===== config.mk =====
export PLATFORM = sky130hd
export DESIGN_NAME = nes_bus_arb
export DESIGN_NICKNAME = d
export VERILOG_FILES = /design/src/rtl/nes_bus_arb.sv
export SDC_FILE = /design/constraint.sdc
export NUM_CORES = 1
export LEC_CHECK = 0
export CAP_MARGIN = 20
export CORE_MARGIN = 4
export CORE_UTILIZATION = 32
export CTS_BUF_LIST = sky130_fd_sc_hd__clkbuf_2 sky130_fd_sc_hd__clkbuf_4 sky130_fd_sc_hd__clkbuf_8
export DETAILED_ROUTE_END_ITERATION = 7
export GPL_ROUTABILITY_DRIVEN = 1
export PLACE_DENSITY = 0.83
export SYNTH_ARGS = -nofsm -noshare
export SYNTH_HDL_FRONTEND = slang
export SYNTH_SLANG_ARGS = --single-unit

===== constraint.sdc =====
create_clock -name i_clk -period 1.95 [get_ports i_clk]
set_input_delay 0.585 -clock i_clk [delete_from_list [all_inputs] [get_ports i_clk]]
set_output_delay 0.585 -clock i_clk [all_outputs]
set_load 0.005 [all_outputs]

===== src/rtl/nes_bus_arb.sv =====
// nes_bus_arb: CPU-side arbiter between the 6502 core and the sprite-DMA master.
// It halts the core through RDY, lines the handoff up with the get/put cycle
// parity, and steers the shared CPU bus to whichever side owns it.
//
// Handshake: the DMA master raises i_spr_req and keeps it high for as long as
// it wants the bus; it may drive the bus only in cycles where o_spr_gnt = 1.
// Dropping i_spr_req (in any cycle, granted or not) ends the request, and the
// arbiter answers with one RELEASE turnaround cycle before the CPU runs again.
// o_spr_gnt can also fall without a handshake when i_rst is asserted.
module nes_bus_arb (
  input  logic        i_clk,
  input  logic        i_rst,
  input  logic [15:0] i_cpu_addr,
  input  logic        i_cpu_wn,
  input  logic [7:0]  i_cpu_wdata,
  output logic        o_cpu_rdy,
  input  logic        i_spr_req,
  output logic        o_spr_gnt,
  input  logic [15:0] i_spr_addr,
  input  logic        i_spr_wn,
  input  logic [7:0]  i_spr_wdata,
  output logic [15:0] o_bus_addr,
  output logic        o_bus_wn,
  output logic [7:0]  o_bus_wdata,
  output logic [9:0]  o_stall_cnt,
  output logic [2:0]  o_dbg_state
);

  typedef enum logic [2:0] {
    ST_IDLE    = 3'd0,
    ST_HALT    = 3'd1,
    ST_ALIGN   = 3'd2,
    ST_GRANT   = 3'd3,
    ST_RELEASE = 3'd4
  } state_t;

  localparam logic [9:0] STALL_MAX = 10'd1023;

  state_t     state_q, state_d;
  logic       parity_q, parity_d;
  logic       rdy_q, rdy_d;
  logic       gnt_q, gnt_d;
  logic [9:0] stall_q, stall_d;

  // State register plus the registered outputs; reset wins over everything.
  always_ff @(posedge i_clk) begin
    if (i_rst) begin
      state_q  <= ST_IDLE;
      parity_q <= 1'b0;
      rdy_q    <= 1'b1;
      gnt_q    <= 1'b0;
      stall_q  <= 10'd0;
    end else begin
      state_q  <= state_d;
      parity_q <= parity_d;
      rdy_q    <= rdy_d;
      gnt_q    <= gnt_d;
      stall_q  <= stall_d;
    end
  end

  // Next-state logic; a dropped request in HALT/ALIGN/GRANT always goes to RELEASE.
  always_comb begin
    state_d = state_q;
    case (state_q)
      ST_IDLE: begin
        if (i_spr_req) state_d = ST_HALT;
      end
      ST_HALT: begin
        // The core keeps running pending writes; a read cycle means it has stopped.
        if (!i_spr_req)    state_d = ST_RELEASE;
        else if (i_cpu_wn) state_d = ST_ALIGN;
      end
      ST_ALIGN: begin
        // Leave only at the end of a parity-1 cycle so GRANT opens on parity 0.
        if (!i_spr_req)    state_d = ST_RELEASE;
        else if (parity_q) state_d = ST_GRANT;
      end
      ST_GRANT: begin
        if (!i_spr_req) state_d = ST_RELEASE;
      end
      ST_RELEASE: begin
        state_d = ST_IDLE;
      end
      default: begin
        state_d = ST_IDLE;
      end
    endcase
  end

  // Registered-output next values: RDY/GNT follow the next state so they line up with it.
  always_comb begin
    parity_d = ~parity_q;
    rdy_d    = (state_d == ST_IDLE);
    gnt_d    = (state_d == ST_GRANT);
    stall_d  = stall_q;
    if ((state_q == ST_IDLE) && (state_d == ST_HALT)) begin
      stall_d = 10'd0;
    end else if (!rdy_q && (stall_q != STALL_MAX)) begin
      stall_d = stall_q + 10'd1;
    end
  end

  // Bus mux from registered state; the master is routed only while its grant flop is set.
  always_comb begin
    o_bus_addr  = i_cpu_addr;
    o_bus_wn    = i_cpu_wn;
    o_bus_wdata = i_cpu_wdata;
    if (gnt_q) begin
      o_bus_addr  = i_spr_addr;
      o_bus_wn    = i_spr_wn;
      o_bus_wdata = i_spr_wdata;
    end else if (state_q == ST_ALIGN) begin
      // Dummy read at the CPU address while waiting for the right parity.
      o_bus_wn    = 1'b1;
      o_bus_wdata = 8'h00;
    end else if (state_q == ST_RELEASE) begin
      o_bus_wn    = 1'b1;
    end
  end

  assign o_cpu_rdy   = rdy_q;
  assign o_spr_gnt   = gnt_q;
  assign o_stall_cnt = stall_q;
  assign o_dbg_state = state_q;

endmodule


==> results.py <==
metrics = {
    "sta": {
        "drv_slew": 0,
        "fmax_mhz": 512,
        "period_needed_ns": 1.95,
        "hold_violations": 0,
        "setup_viol": 1,
        "post-route-period-util": 1.00,
        "tightest_slew_ns": 0.363,
        "slew_headroom": 0.751,
        "hold_slack_ns": 0.460,
        "rsz0062_at_grt": "yes",
        "fin_skew_ns": 0.00189,
        "timing.final.ws_setup_ns": -0.00220,
    },
    "setup_path": {
        "cp.required_ns": 1.36,
        "cp-start-kind": "input port",
        "crit_path_cell_trace": "clkdlybuf4s50_1 -> mux2_4 -> buf_6",
        "crit_start": "i_spr_addr[8]",
        "max_stage_delay_ns": 0.40,
        "critPathMaxFanout": 1,
        "cp_slowest_cell": "clkdlybuf4s50_1",
        "rrSetupSlack_ns": 0.43,
        "timing.rr.start": "o_stall_cnt[0]",
        "cp.arrival_ns": 1.37,
        "r2r_cells": 5,
        "end_kind": "output pin",
        "crit_type": "in -> out",
        "worstReg2RegEnd": "o_stall_cnt[8]",
    },
    "floorplan": {
        "die_y_um": 64.6,
        "start_util": 0.336,
        "dieArea_um2": 4180,
        "core_area_um2": 3050,
        "ios": 93,
        "rows": 20,
        "fp.dieW_um": 64.6,
    },
    "cts": {
        "worstSkewPairLatency_ns": 0.29,
        "root_buffer": "clkbuf_4",
        "clock_path_buffers": 2,
        "numCtsBuffers": 3,
        "cts_sinks": 16,
        "h-tree-depth": 1,
        "cts_tree": "built",
        "path_clk_slew_ns": 0.10,
    },
    "logic_synthesis": {
        "synth_area_leaders": "dfxtp_1, mux2_2, a22o_1",
        "synth_cell_types": 36,
        "yosys.area.top_type": "dfxtp_1",
        "ys_ff_latch": 16,
        "syn_nets": 163,
        "avgSynthCellArea_um2": 9.41,
        "syn_area_um2": 1030,
        "ys_seq_area_frac": 0.312,
        "syn_inst": 109,
        "synth_top_area_frac": 0.312,
        "yosysWarnings": 0,
    },
    "placement": {
        "dp.cells": 250,
        "routabilityCongestion": 0.819,
        "hpwl_mm": 3.11,
        "placed_area_um2": 2040,
        "placement.io_buffers": 92,
        "post-place-ws_ns": -0.466,
    },
    "pwr": {
        "powerDensity_nw_per_um2": 373,
        "peakVddDrop_v": 0.000313,
        "power_leakage_nw": 1.05,
    },
    "route": {
        "routedWlPerCell_um": 15.3,
        "vias": 1266,
        "postRouteAntennaNets": 0,
        "vias_per_cell": 4.95,
        "drtPass1Iterations": 4,
        "drt_wl_total_mm": 3.91,
        "first_iter_violations": 19,
        "drc": 0,
    },
    "grt": {
        "grt_pass1_wl_mm": 5.92,
        "grt_pass1_vias": 1197,
        "grt_usage": 0.179,
        "grt_overflow": 0,
        "antenna_found_initial": 0,
        "grt_start_max_net_pins": 17,
    },
    "final_layout": {
        "diodes": 0,
        "seq_area_um2": 334,
        "areaGrowthSynthToFinish_pct": 111,
        "layout-drive-gt1-share": 0.349,
        "fillers": 233,
        "multi_input_area_um2": 702,
        "final_nets": 267,
        "fin_area_um2": 2160,
        "fin_util": 0.708,
        "stdcell_count": 256,
    },
    "hold_path": {
        "hold_end": "parity_q",
        "hold_depth": 1,
        "hp-start": "parity_q",
        "hp-class": "reg -> reg",
    },
    "run_status": {
        "status": "complete, but fails checks",
        "violations": "negative setup slack",
    },
    "run": {
        "timing.max_cap.violations": 0,
    },
}
==> timing repair <==
| item | CTS | global route |
|---|---|---|
| resized for setup | 148 | 31 |
| setup buffers | 2 | 0 |
| endpoints found under the setup margin | 27 | 22 |
| hold buffers | 0 | 0 |
| pin swaps | 0 | 0 |
==> power by group <==
group / switching (mW) / internal (mW)
logic: 0.0712 / 0.168
clock network: 0.112 / 0.114
registers: 0.00785 / 0.332
total: 0.191 / 0.614
==> worst max-delay path, delay by kind of cell <==
kind     cells  cell delay [ns]
mux          1             0.27
buf+inv      2             0.51
==> through the flow <==
stage          setup TNS, ns  total power, mW
3_3_place_gp           -8.01            0.597
3_5_place_dp           -8.27            0.603
6_report            -0.00220            0.806
4_1_cts                    0            0.805
2_1_floorplan              0            0.413
5_1_grt               -0.157            0.843
==> cell usage in the layout (no fill, tap or decap), types with 3 or more instances in the layout <==
cell             instances
buf_4                    9
dfxtp_1                  9
a21oi_1                  3
buf_2                   11
a31oi_1                  4
dfxtp_2                  5
dlygate4sd2_1           22
nand3_1                  3
dlymetal6s2s_1          12
clkdlybuf4s50_1         33
mux2_4                  14
nor2_1                  10
clkbuf_4                 3
buf_6                   15
a22o_1                   8
nand2_1                  5
nand4_1                  3
==> cell type report <==
class                   instances  area share
repair buffers                105       0.472
multi-input cells              83       0.325
flip-flops and latches         16       0.155
well taps                      44      0.0255
clock buffers                   4      0.0168
inverters                       4     0.00694
==> cells by family (layout without fill, tap and decap cells) <==
family,Yosys count,after routing,share of synthesized area
fa+ha+maj,1,1,0.0122
buf+inv,10,113,0.0549
xor+xnor,4,4,0.0342
compound gates,29,29,0.223
flops,16,16,0.312
simple gates,31,31,0.168
mux,18,18,0.195
==> layer usage <==
metal / vias up / track usage / routed length [um]
li1: 623 / - / -
met1: 585 / 0.194 / 1450
met2: 51 / 0.330 / 2100
met3: 7 / 0.0381 / 269
met4: 0 / 0.0818 / 86
met5: - / 0 / 0
==> registers in the layout, indices dropped and copies added, names as in the netlist <==
signal and cells:
parity_q 1, o_cpu_rdy 1, o_stall_cnt 10, o_dbg_state 3
o_spr_gnt 1
==> cells in the mapped netlist <==
library cell	n
a31o_1	1
nor3_1	2
and4_4	1
buf_2	3
xnor2_1	2
a311oi_1	1
a211oi_1	2
and3_4	1
a31oi_2	1
nand4b_2	1
o21bai_1	2
a2111oi_0	1
nor2_1	10
xor2_1	2
a22o_1	8
inv_1	4
o211ai_1	1
a31oi_1	4
nor2_2	2
clkbuf_1	1
dfxtp_1	16
mux2i_1	2
o21ai_0	2
nand3_1	3
mux2_2	16
nor3b_1	1
ha_1	1
o31ai_1	1
buf_6	2
and3b_1	1
nand4_1	3
nand2_1	5
a21oi_1	3
nor4_1	1
a41oi_2	1
a41oi_1	1
==> how the worst max path moves through the flow <==
stage	to	slack, ns	cells past startpoint
global placement	o_bus_wn	-0.44	4
detailed placement	o_bus_wn	-0.47	4
CTS	o_bus_addr[2]	0.0005	3
finish	o_bus_addr[8]	-0.002	3
global route	o_bus_wdata[3]	-0.03	6
floorplan	o_bus_addr[10]	0.27	3
(Power assumes the default switching activity.)
